## config.mk

```make
export PLATFORM = sky130hd
export DESIGN_NAME = muldiv_unit
export DESIGN_NICKNAME = d
export VERILOG_FILES = /design/src/rtl/muldiv_pkg.sv /design/src/rtl/muldiv_step.sv /design/src/rtl/muldiv_unit.sv
export SDC_FILE = /design/constraint.sdc
export NUM_CORES = 1
export LEC_CHECK = 0
export CAP_MARGIN = 5
export CORE_MARGIN = 2
export CORE_UTILIZATION = 51
export DETAILED_ROUTE_END_ITERATION = 6
export PLACE_DENSITY_LB_ADDON = 0.15
export SYNTH_ARGS = -nofsm -noshare
export SYNTH_HDL_FRONTEND = slang
export SYNTH_SLANG_ARGS = --single-unit
```

## constraint.sdc

```tcl
create_clock -name clk -period 3.9 [get_ports clk]
set_input_delay 0.39 -clock clk [delete_from_list [all_inputs] [get_ports clk]]
set_output_delay 0.39 -clock clk [all_outputs]
set_load 0.05 [all_outputs]
```

## src/rtl/muldiv_pkg.sv

```systemverilog
// Shared types and op-decode helpers for the iterative HI/LO multiply/divide unit.
package muldiv_pkg;

    typedef enum logic [2:0] {
        MULT  = 3'd0,
        MULTU = 3'd1,
        DIV   = 3'd2,
        DIVU  = 3'd3,
        MTHI  = 3'd4,
        MTLO  = 3'd5
    } md_op_t;

    typedef enum logic [1:0] {
        IDLE = 2'd0,
        CALC = 2'd1,
        FIX  = 2'd2
    } md_state_t;

    function automatic logic is_signed(input md_op_t op);
        return (op == MULT) || (op == DIV);
    endfunction

    function automatic logic is_div(input md_op_t op);
        return (op == DIV) || (op == DIVU);
    endfunction

    function automatic logic is_arith(input md_op_t op);
        return (op == MULT) || (op == MULTU) || (op == DIV) || (op == DIVU);
    endfunction

endpackage

```

## src/rtl/muldiv_step.sv

```systemverilog
// One iteration of the magnitude engine: shift-add for multiply, restoring
// shift-subtract for divide. acc holds {upper half, lower half}.
module muldiv_step #(
    parameter int WIDTH = 32
) (
    input  logic               div,
    input  logic [2*WIDTH-1:0] acc,
    input  logic [WIDTH-1:0]   divisor,
    output logic [2*WIDTH-1:0] acc_next
);

    logic [WIDTH:0]   sum;
    logic [WIDTH:0]   trial_rem;
    logic [WIDTH-1:0] diff;

    // Remainder is always below the divisor, so the W-bit difference is exact.
    always_comb begin
        sum       = {1'b0, acc[2*WIDTH-1:WIDTH]} + (acc[0] ? {1'b0, divisor} : '0);
        trial_rem = {acc[2*WIDTH-1:WIDTH], acc[WIDTH-1]};
        diff      = trial_rem[WIDTH-1:0] - divisor;
        acc_next  = {sum, acc[WIDTH-1:1]};
        if (div) begin
            if (trial_rem >= {1'b0, divisor}) begin
                acc_next = {diff, acc[WIDTH-2:0], 1'b1};
            end else begin
                acc_next = {trial_rem[WIDTH-1:0], acc[WIDTH-2:0], 1'b0};
            end
        end
    end

endmodule

```

## src/rtl/muldiv_unit.sv

```systemverilog
// Iterative multiply/divide unit owning the HI/LO registers, with busy/done handshake.
// Define MULDIV_FAST_MUL_EN to compute MULT/MULTU with a single-cycle multiplier.
module muldiv_unit
    import muldiv_pkg::*;
#(
    parameter int WIDTH = 32
) (
    input  logic             clk,
    input  logic             reset,
    input  logic             start,
    input  md_op_t           op,
    input  logic [WIDTH-1:0] a,
    input  logic [WIDTH-1:0] b,
    input  logic             abort,
    output logic             busy,
    output logic             done,
    output logic [WIDTH-1:0] hi,
    output logic [WIDTH-1:0] lo
);

    localparam int CNT_W = (WIDTH > 1) ? $clog2(WIDTH) : 1;

    md_state_t          state, state_next;
    logic [2*WIDTH-1:0] acc, acc_step, acc_init, prod_fix;
    logic [WIDTH-1:0]   mag_b, abs_a, abs_b, hi_fix, lo_fix;
    logic [CNT_W-1:0]   cnt;
    logic               div_op, neg_res, neg_rem;
    logic               sgn, a_neg, b_neg, b_zero, neg_res_init, neg_rem_init, skip_calc;
    logic               issue_md, issue_mt, finish;

    // Operand conditioning at issue. A zero divisor keeps the raw dividend so
    // the remainder half comes out as `a` and no sign fix is applied.
    always_comb begin
        sgn          = is_signed(op);
        a_neg        = sgn && a[WIDTH-1];
        b_neg        = sgn && b[WIDTH-1];
        b_zero       = is_div(op) && (b == '0);
        abs_a        = (a_neg && !b_zero) ? -a : a;
        abs_b        = b_neg ? -b : b;
        neg_res_init = (a_neg ^ b_neg) && !b_zero;
        neg_rem_init = a_neg && is_div(op) && !b_zero;
        acc_init     = {{WIDTH{1'b0}}, abs_a};
        skip_calc    = 1'b0;
`ifdef MULDIV_FAST_MUL_EN
        if (!is_div(op)) begin
            acc_init     = {{WIDTH{a_neg}}, a} * {{WIDTH{b_neg}}, b};
            skip_calc    = 1'b1;
            neg_res_init = 1'b0;
        end
`else
`endif
    end

    muldiv_step #(.WIDTH(WIDTH)) u_step (
        .div      (div_op),
        .acc      (acc),
        .divisor  (mag_b),
        .acc_next (acc_step)
    );

    always_comb begin
        prod_fix = neg_res ? -acc : acc;
        hi_fix   = prod_fix[2*WIDTH-1:WIDTH];
        lo_fix   = prod_fix[WIDTH-1:0];
        if (div_op) begin
            lo_fix = neg_res ? -acc[WIDTH-1:0] : acc[WIDTH-1:0];
            hi_fix = neg_rem ? -acc[2*WIDTH-1:WIDTH] : acc[2*WIDTH-1:WIDTH];
        end
    end

    always_ff @(posedge clk or negedge reset) begin
        if (!reset) state <= IDLE;
        else        state <= state_next;
    end

    // abort outranks start in IDLE and cancels CALC/FIX without touching HI/LO.
    always_comb begin
        state_next = state;
        issue_md   = 1'b0;
        issue_mt   = 1'b0;
        finish     = 1'b0;
        case (state)
            IDLE: begin
                if (start && !abort) begin
                    if (is_arith(op)) begin
                        issue_md   = 1'b1;
                        state_next = skip_calc ? FIX : CALC;
                    end else if (op == MTHI || op == MTLO) begin
                        issue_mt   = 1'b1;
                    end
                end
            end
            CALC: begin
                if (abort)                           state_next = IDLE;
                else if (cnt == CNT_W'(WIDTH - 1))   state_next = FIX;
            end
            FIX: begin
                state_next = IDLE;
                finish     = !abort;
            end
            default: state_next = IDLE;
        endcase
    end

    assign busy = (state != IDLE);

    always_ff @(posedge clk or negedge reset) begin
        if (!reset) begin
            acc     <= '0;
            mag_b   <= '0;
            cnt     <= '0;
            div_op  <= 1'b0;
            neg_res <= 1'b0;
            neg_rem <= 1'b0;
            done    <= 1'b0;
            hi      <= '0;
            lo      <= '0;
        end else begin
            done <= finish;
            if (issue_md) begin
                acc     <= acc_init;
                mag_b   <= abs_b;
                cnt     <= '0;
                div_op  <= is_div(op);
                neg_res <= neg_res_init;
                neg_rem <= neg_rem_init;
            end else if (state == CALC && !abort) begin
                acc <= acc_step;
                cnt <= cnt + 1'b1;
            end
            if (issue_mt) begin
                if (op == MTHI) hi <= a;
                else            lo <= a;
            end
            if (finish) begin
                hi <= hi_fix;
                lo <= lo_fix;
            end
        end
    end

endmodule

```

==> impl_metrics.yaml, run 1 <==
outcome:
  status: "finished, final reports clean"
power_and_ir_drop:
  powerDensity_nw_per_um2: 664
  p_sw_frac: 0.484
  clkPwrFrac: 0.159
  ir_drop_mv: 0.304
  netSwitchingPower_mw: 5.60
  intPower_mw: 5.97
  comb_power_share: 0.600
  p_seq_frac: 0.240
  p_leak_nw: 7.49
drt:
  vias_per_cell: 6.13
  drt_iter0_drc: 1072
  dr_wl_met2_mm: 23.1
  wl_met3_mm: 3.13
  met1_length_mm: 20.6
  wl_per_cell_microns: 20.5
  ant_nets: 0
  routed_wl_mm: 48.4
  via_count: 14500
  drtPass1Iterations: 5
  drc: 0
  highest_layer: "met4"
die:
  core_area_sq_um: 28600
  die_h_microns: 174
  num_rows: 62
  fp.dieW_microns: 174
  start_util: 0.518
  dieArea_sq_um: 30400
  num_io_pins: 137
finish:
  antennaDiodeCount: 0
  n_fill_cell: 2535
  syn_to_final_growth_pct: 17.6
  fin_cells: 2362
  layout-drive-gt1-share: 0.0758
  fin_nets: 2108
timing:
  min_period_over_period: 0.921
  setup_tns_ns: 0
  rsz0062_at_grt: "no"
  layout_setup_ws_ns: 0.308
  slew_violations: 0
  final.min_clock_period_ns: 3.59
  fin_skew_ns: 0.0111
  setup_viol: 0
  fmax_ghz: 0.278
  slew_headroom: 0.304
  hold_viol: 0
  worstMarginPinSlew_ns: 1.02
synthesis:
  yosys_warnings: 0
  netlist_area_sq_um: 14800
  ys_ff_latch: 171
  yosys.area.top_type: "dfrtp_1"
  synth_cell_type_count: 84
  syn-num-nets: 2001
  async_reset_ff_frac: 1.00
  synth_enable_flop_cells: 0
  synth_common_cells: "nand2_1 (225), o21ai_0 (186), dfrtp_1 (171)"
  synth_ff_type: "dfrtp_1"
  yosysSeqAreaShare: 0.289
  synth.area.top_cells: "dfrtp_1 (29%), xnor2_1 (6.5%), o21ai_0 (6.3%)"
  synth_cells: 1858
  yosys.area.top_type_share: 0.289
  syn_area_per_cell_sq_um: 7.98
  synth.most_common_cell: "nand2_1"
place:
  routabilityCongestion: 0.966
  pre_cts_slack_ns: 0.205
  hpwl_mm: 36.8
  placed_cells: 2329
  io_buffers: 136
worst_setup_path:
  critPathLaunchType: "flip-flop"
  required_ns: 4.24
  worstReg2RegStart: "acc[58]"
  critical_path.startpoint: "acc[58]"
  arrival_ns: 3.93
  r2r_slack_ns: 0.31
  worstReg2RegEnd: "acc[44]"
  reg2reg_depth: 11
  criticalPathCategory: "reg -> reg"
  worst_setup_path_end_kind: "flip-flop"
  path_max_fanout: 17
clock_network:
  post-cts-setup-buffers: 0
  clock_sinks: 171
  cts_tree: "yes"
  clockBufferDepth: 2
  cts_max_level: 4
  insertion_delay_ns: 0.46
  root_buffer: "clkbuf_16"
  cts_buffers: 17
  cts.clk_slew.worst_paths_ns: 0.07
job:
  maxCapViolCount: 0
global_route:
  grt_pass1_vias: 13900
  grt_max_degree: 129
  grt_antenna_before_repair: 0
  grt.total_usage: 0.319
  grt_pass1_wl_mm: 76.8
  grt_overflow: 0
min_path:
  hold_path_class: "in -> async"
==> repair_timing <==
action	in CTS	in global routing
setup endpoints to repair	0	0
gates resized for setup	0	0
hold buffers	1	0
endpoints found under the hold margin	39	0
==> metal layers <==
layer  vias up  global-route usage
met5         -                   0
met4         0               0.124
met3        98              0.0462
met2       540               0.537
met1      6937               0.414
li1       6913                   -
==> sequential cells by signal, summed over array words and instances (netlist names) <==
signal	flops
cnt	5
done	1
neg_rem	1
mag_b	32
acc	64
neg_res	1
hi	32
lo	32
state	2
div_op	1
==> critical path, cell delays in order, from the launching register on <==
cell	delay (ns)
dfrtp_1	0.42
ha_1	0.35
and3_1	0.23
and3_1	0.26
nand4_1	0.24
o311ai_0	0.21
a2111oi_0	0.85
or2_2	0.35
buf_12	0.17
nor2_1	0.07
a211oi_1	0.20
o21ai_0	0.11
==> worst max path at each step <==
stage                     endpoint  slack (ns)
after floorplan            acc[60]        0.70
after global placement     acc[28]        0.33
after detailed placement   acc[28]        0.20
after CTS                  acc[51]        0.42
after global routing       acc[44]        0.08
final                      acc[44]        0.31
==> power groups by stage <==
| stage | Combinational, mW | Clock, mW | Sequential [mW] |
|---|---|---|---|
| 4_1_cts | 6.86 | 1.87 | 2.76 |
| 3_5_place_dp | 6.83 | 0 | 2.79 |
| 3_3_place_gp | 6.82 | 0 | 2.78 |
| 5_1_grt | 7.57 | 1.93 | 2.84 |
| 6_report | 6.95 | 1.84 | 2.78 |
| 2_1_floorplan | 4.27 | 0 | 3.22 |
==> kinds of logic (layout without fill, tap and decap cells) <==
kind of cell,count (synthesis),count (layout),share of synthesized area
adder cells (fa/ha/maj),72,72,0.0618
AND/OR/NAND/NOR,576,576,0.189
multiplexers,95,95,0.0645
flip-flops,171,171,0.289
AO/OA/AOI/OAI,583,583,0.245
XOR/XNOR,169,169,0.0998
buffers and inverters,192,312,0.0512
==> cells in the final DEF, fill, tap and decap left out, types with 70 or more instances in the layout <==
cell and n:
inv_1 71, clkdlybuf4s50_1 135, nor2_1 127, dfrtp_1 170
o21ai_0 186, ha_1 70, nand2_1 225, a21oi_1 146
mux2i_1 91, xnor2_1 110
==> layout make-up <==
type                            instances  area [sq um]  area share
Clock buffer                           17           425      0.0244
Clock inverter                         15           186      0.0107
Inverter                               71           267      0.0153
Multi-Input combinational cell       1495          9820       0.563
Sequential cell                       171          4280       0.246
Tap cell                              384           480      0.0276
Timing Repair Buffer                  209          1980       0.113
==> metrics by stage <==
stage                     utilization  hold slack [ns]  area, sq um  power [mW]
after floorplan                     -           0.0944        14800        7.49
after global placement          0.587            0.343        16800        9.60
after detailed placement        0.587            0.346        16800        9.62
after CTS                       0.609            0.431        17400        11.5
after global routing            0.609            0.450        17400        12.3
final                           0.609            0.430        17400        11.6
Power figures use the tool's default switching activity.
==> inputs of run 2 (changes only) <==
- clock period: 3.9 -> 3.39 ns (I/O delays scaled with it)
==> run 2 against run 1 <==
Register-to-register slack worse by 0.17 ns. Power rose by 21%. Clock power rose by 12%. Core utilization rose by 2.6 points. Combinational power increased by 26%. Sequential cell count stayed put. Setup slack got worse by 0.17 ns. Final area rose by 4.3%. Largest power group unchanged. Highest routed layer unchanged.
==> impl_metrics.yaml, run 2 (synthesis results as in run 1) <==
outcome:
  status: "finished, final reports clean"
timing:
  final.min_clock_period_ns: 3.25
  fin_skew_ns: 0.0105
  min_period_over_period: 0.959
  slew_violations: 0
  worstMarginPinSlew_ns: 0.756
  fmax_ghz: 0.307
  hold_viol: 0
  rsz0062_at_grt: "no"
  setup_viol: 0
  setup_tns_ns: 0
  slew_headroom: 0.496
finish:
  layout-drive-gt1-share: 0.120
  syn_to_final_growth_pct: 22.7
  final_cell_mix: "nand2_1 (225), o21ai_0 (184), dfrtp_1 (168)"
  antennaDiodeCount: 0
  fin_util: 0.636
  regMostFlops: "acc"
  largest_register_ffs: 64
  fin_nets: 2198
  mostFrequentLayoutCell: "nand2_1"
clock_network:
  cts.clk_slew.worst_paths_ns: 0.07
  cts_max_level: 4
  clock_sinks: 171
  root_buffer: "clkbuf_16"
  clockBufferDepth: 2
  post-cts-setup-buffers: 0
  insertion_delay_ns: 0.46
  cts_tree: "yes"
  cts_buffers: 17
drt:
  routed_wl_mm: 50.0
  via_count: 14900
  drt_iter0_drc: 1198
  vias_per_cell: 6.06
  ant_nets: 0
  wl_per_cell_microns: 20.4
  drtPass1Iterations: 7
  drc: 0
worst_setup_path:
  worst_setup_path_end_kind: "flip-flop"
  r2r_slack_ns: 0.14
  arrival_ns: 3.60
  required_ns: 3.74
  critPathLaunchType: "flip-flop"
  path_max_fanout: 10
  criticalPathCategory: "reg -> reg"
place:
  routabilityCongestion: 1.00
  hpwl_mm: 38.5
  io_buffers: 136
power_and_ir_drop:
  netSwitchingPower_mw: 6.67
  p_sw_frac: 0.477
  intPower_mw: 7.32
  p_total_mw: 14.0
  comb_power_share: 0.627
  ir_drop_mv: 0.352
  p_seq_frac: 0.225
  p_leak_nw: 7.95
  clkPwrFrac: 0.147
  powerDensity_nw_per_um2: 769
die:
  fp.dieW_microns: 174
  num_io_pins: 137
  dieArea_sq_um: 30400
  num_rows: 62
  start_util: 0.518
  die_h_microns: 174
  core_area_sq_um: 28600
global_route:
  grt_overflow: 0
  grt_pass1_wl_mm: 79.0
  grt_max_degree: 129
  grt_pass1_vias: 14600
  grt.total_usage: 0.330
  grt_antenna_before_repair: 0
job:
  maxCapViolCount: 0
min_path:
  hold_path_class: "in -> async"
## run 2: cell types whose count changed in the layout (fill, tap and decap cells not counted), sizes merged
cell | previous run | this run
clkinv | 3 | 4
buf | 73 | 163
bufinv | 3 | 2
## run 2: stage by stage
step | hold slack [ns] | cell area [sq um] | worst slack [ns] | std cells
2_1_floorplan | 0.0434 | 14800 | 0.185 | 1858
3_3_place_gp | 0.383 | 17500 | -0.186 | 2419
3_5_place_dp | 0.386 | 17500 | -0.137 | 2419
4_1_cts | 0.477 | 18200 | 0.0325 | 2452
5_1_grt | 0.495 | 18200 | 0.00568 | 2452
6_report | 0.445 | 18200 | 0.137 | 2452
## run 2: critical path: stages, from the launching register on
cell and delay [ns]:
dfrtp_1 0.35, inv_1 0.07, ha_1 0.36, and3_1 0.26
and3_1 0.31, nand4_1 0.31, o311ai_1 0.32, buf_4 0.19
nor4bb_4 0.06, nor2_2 0.15, buf_12 0.17, buf_4 0.13
mux2i_1 0.20, a21oi_1 0.09, a21o_1 0.18
## run 2: cell type report
| class | instances | area, sq um |
|---|---|---|
| Tap cell | 384 | 480 |
| Inverter | 71 | 267 |
| Timing Repair Buffer | 299 | 2710 |
| Clock buffer | 17 | 425 |
| Fill cell | 2549 | 10400 |
| Clock inverter | 15 | 163 |
| Multi-Input combinational cell | 1495 | 9860 |
| Sequential cell | 171 | 4280 |
## run 2: power groups by stage
| stage | clock network (mW) | logic [mW] | registers, mW |
|---|---|---|---|
| after floorplan | 0 | 4.91 | 3.71 |
| after global placement | 0 | 8.51 | 3.15 |
| after detailed placement | 0 | 8.55 | 3.17 |
| after CTS | 2.07 | 8.61 | 3.14 |
| after global routing | 2.15 | 9.50 | 3.22 |
| final | 2.06 | 8.77 | 3.15 |
## run 2: layer usage
metal / vias to the layer above / GRT usage / part of all wire
li1: 7093 / - / -
met3: 93 / 0.0374 / 0.061
met5: - / 0 / 0
met2: 550 / 0.559 / 0.48
met4: 0 / 0.137 / 0.036
met1: 7134 / 0.428 / 0.42
## run 2: final timing paths
check | from | endpoint | cells past startpoint
worst max-delay path | mag_b[28] | acc[39] | 14
worst min-delay path | reset | lo[7] | 2
worst max register to register | mag_b[28] | acc[39] | 14
worst min register to register | mag_b[24] | mag_b[24] | 2
max in group asynchronous | reset | acc[22] | 3
min in group clk | mag_b[24] | mag_b[24] | 2
## run 2: repair_timing
item,in CTS,in global routing
resized for setup,2,13
setup endpoints to repair,14,33
endpoints found under the hold margin,66,0
hold buffers,1,0
pin swaps,0,1
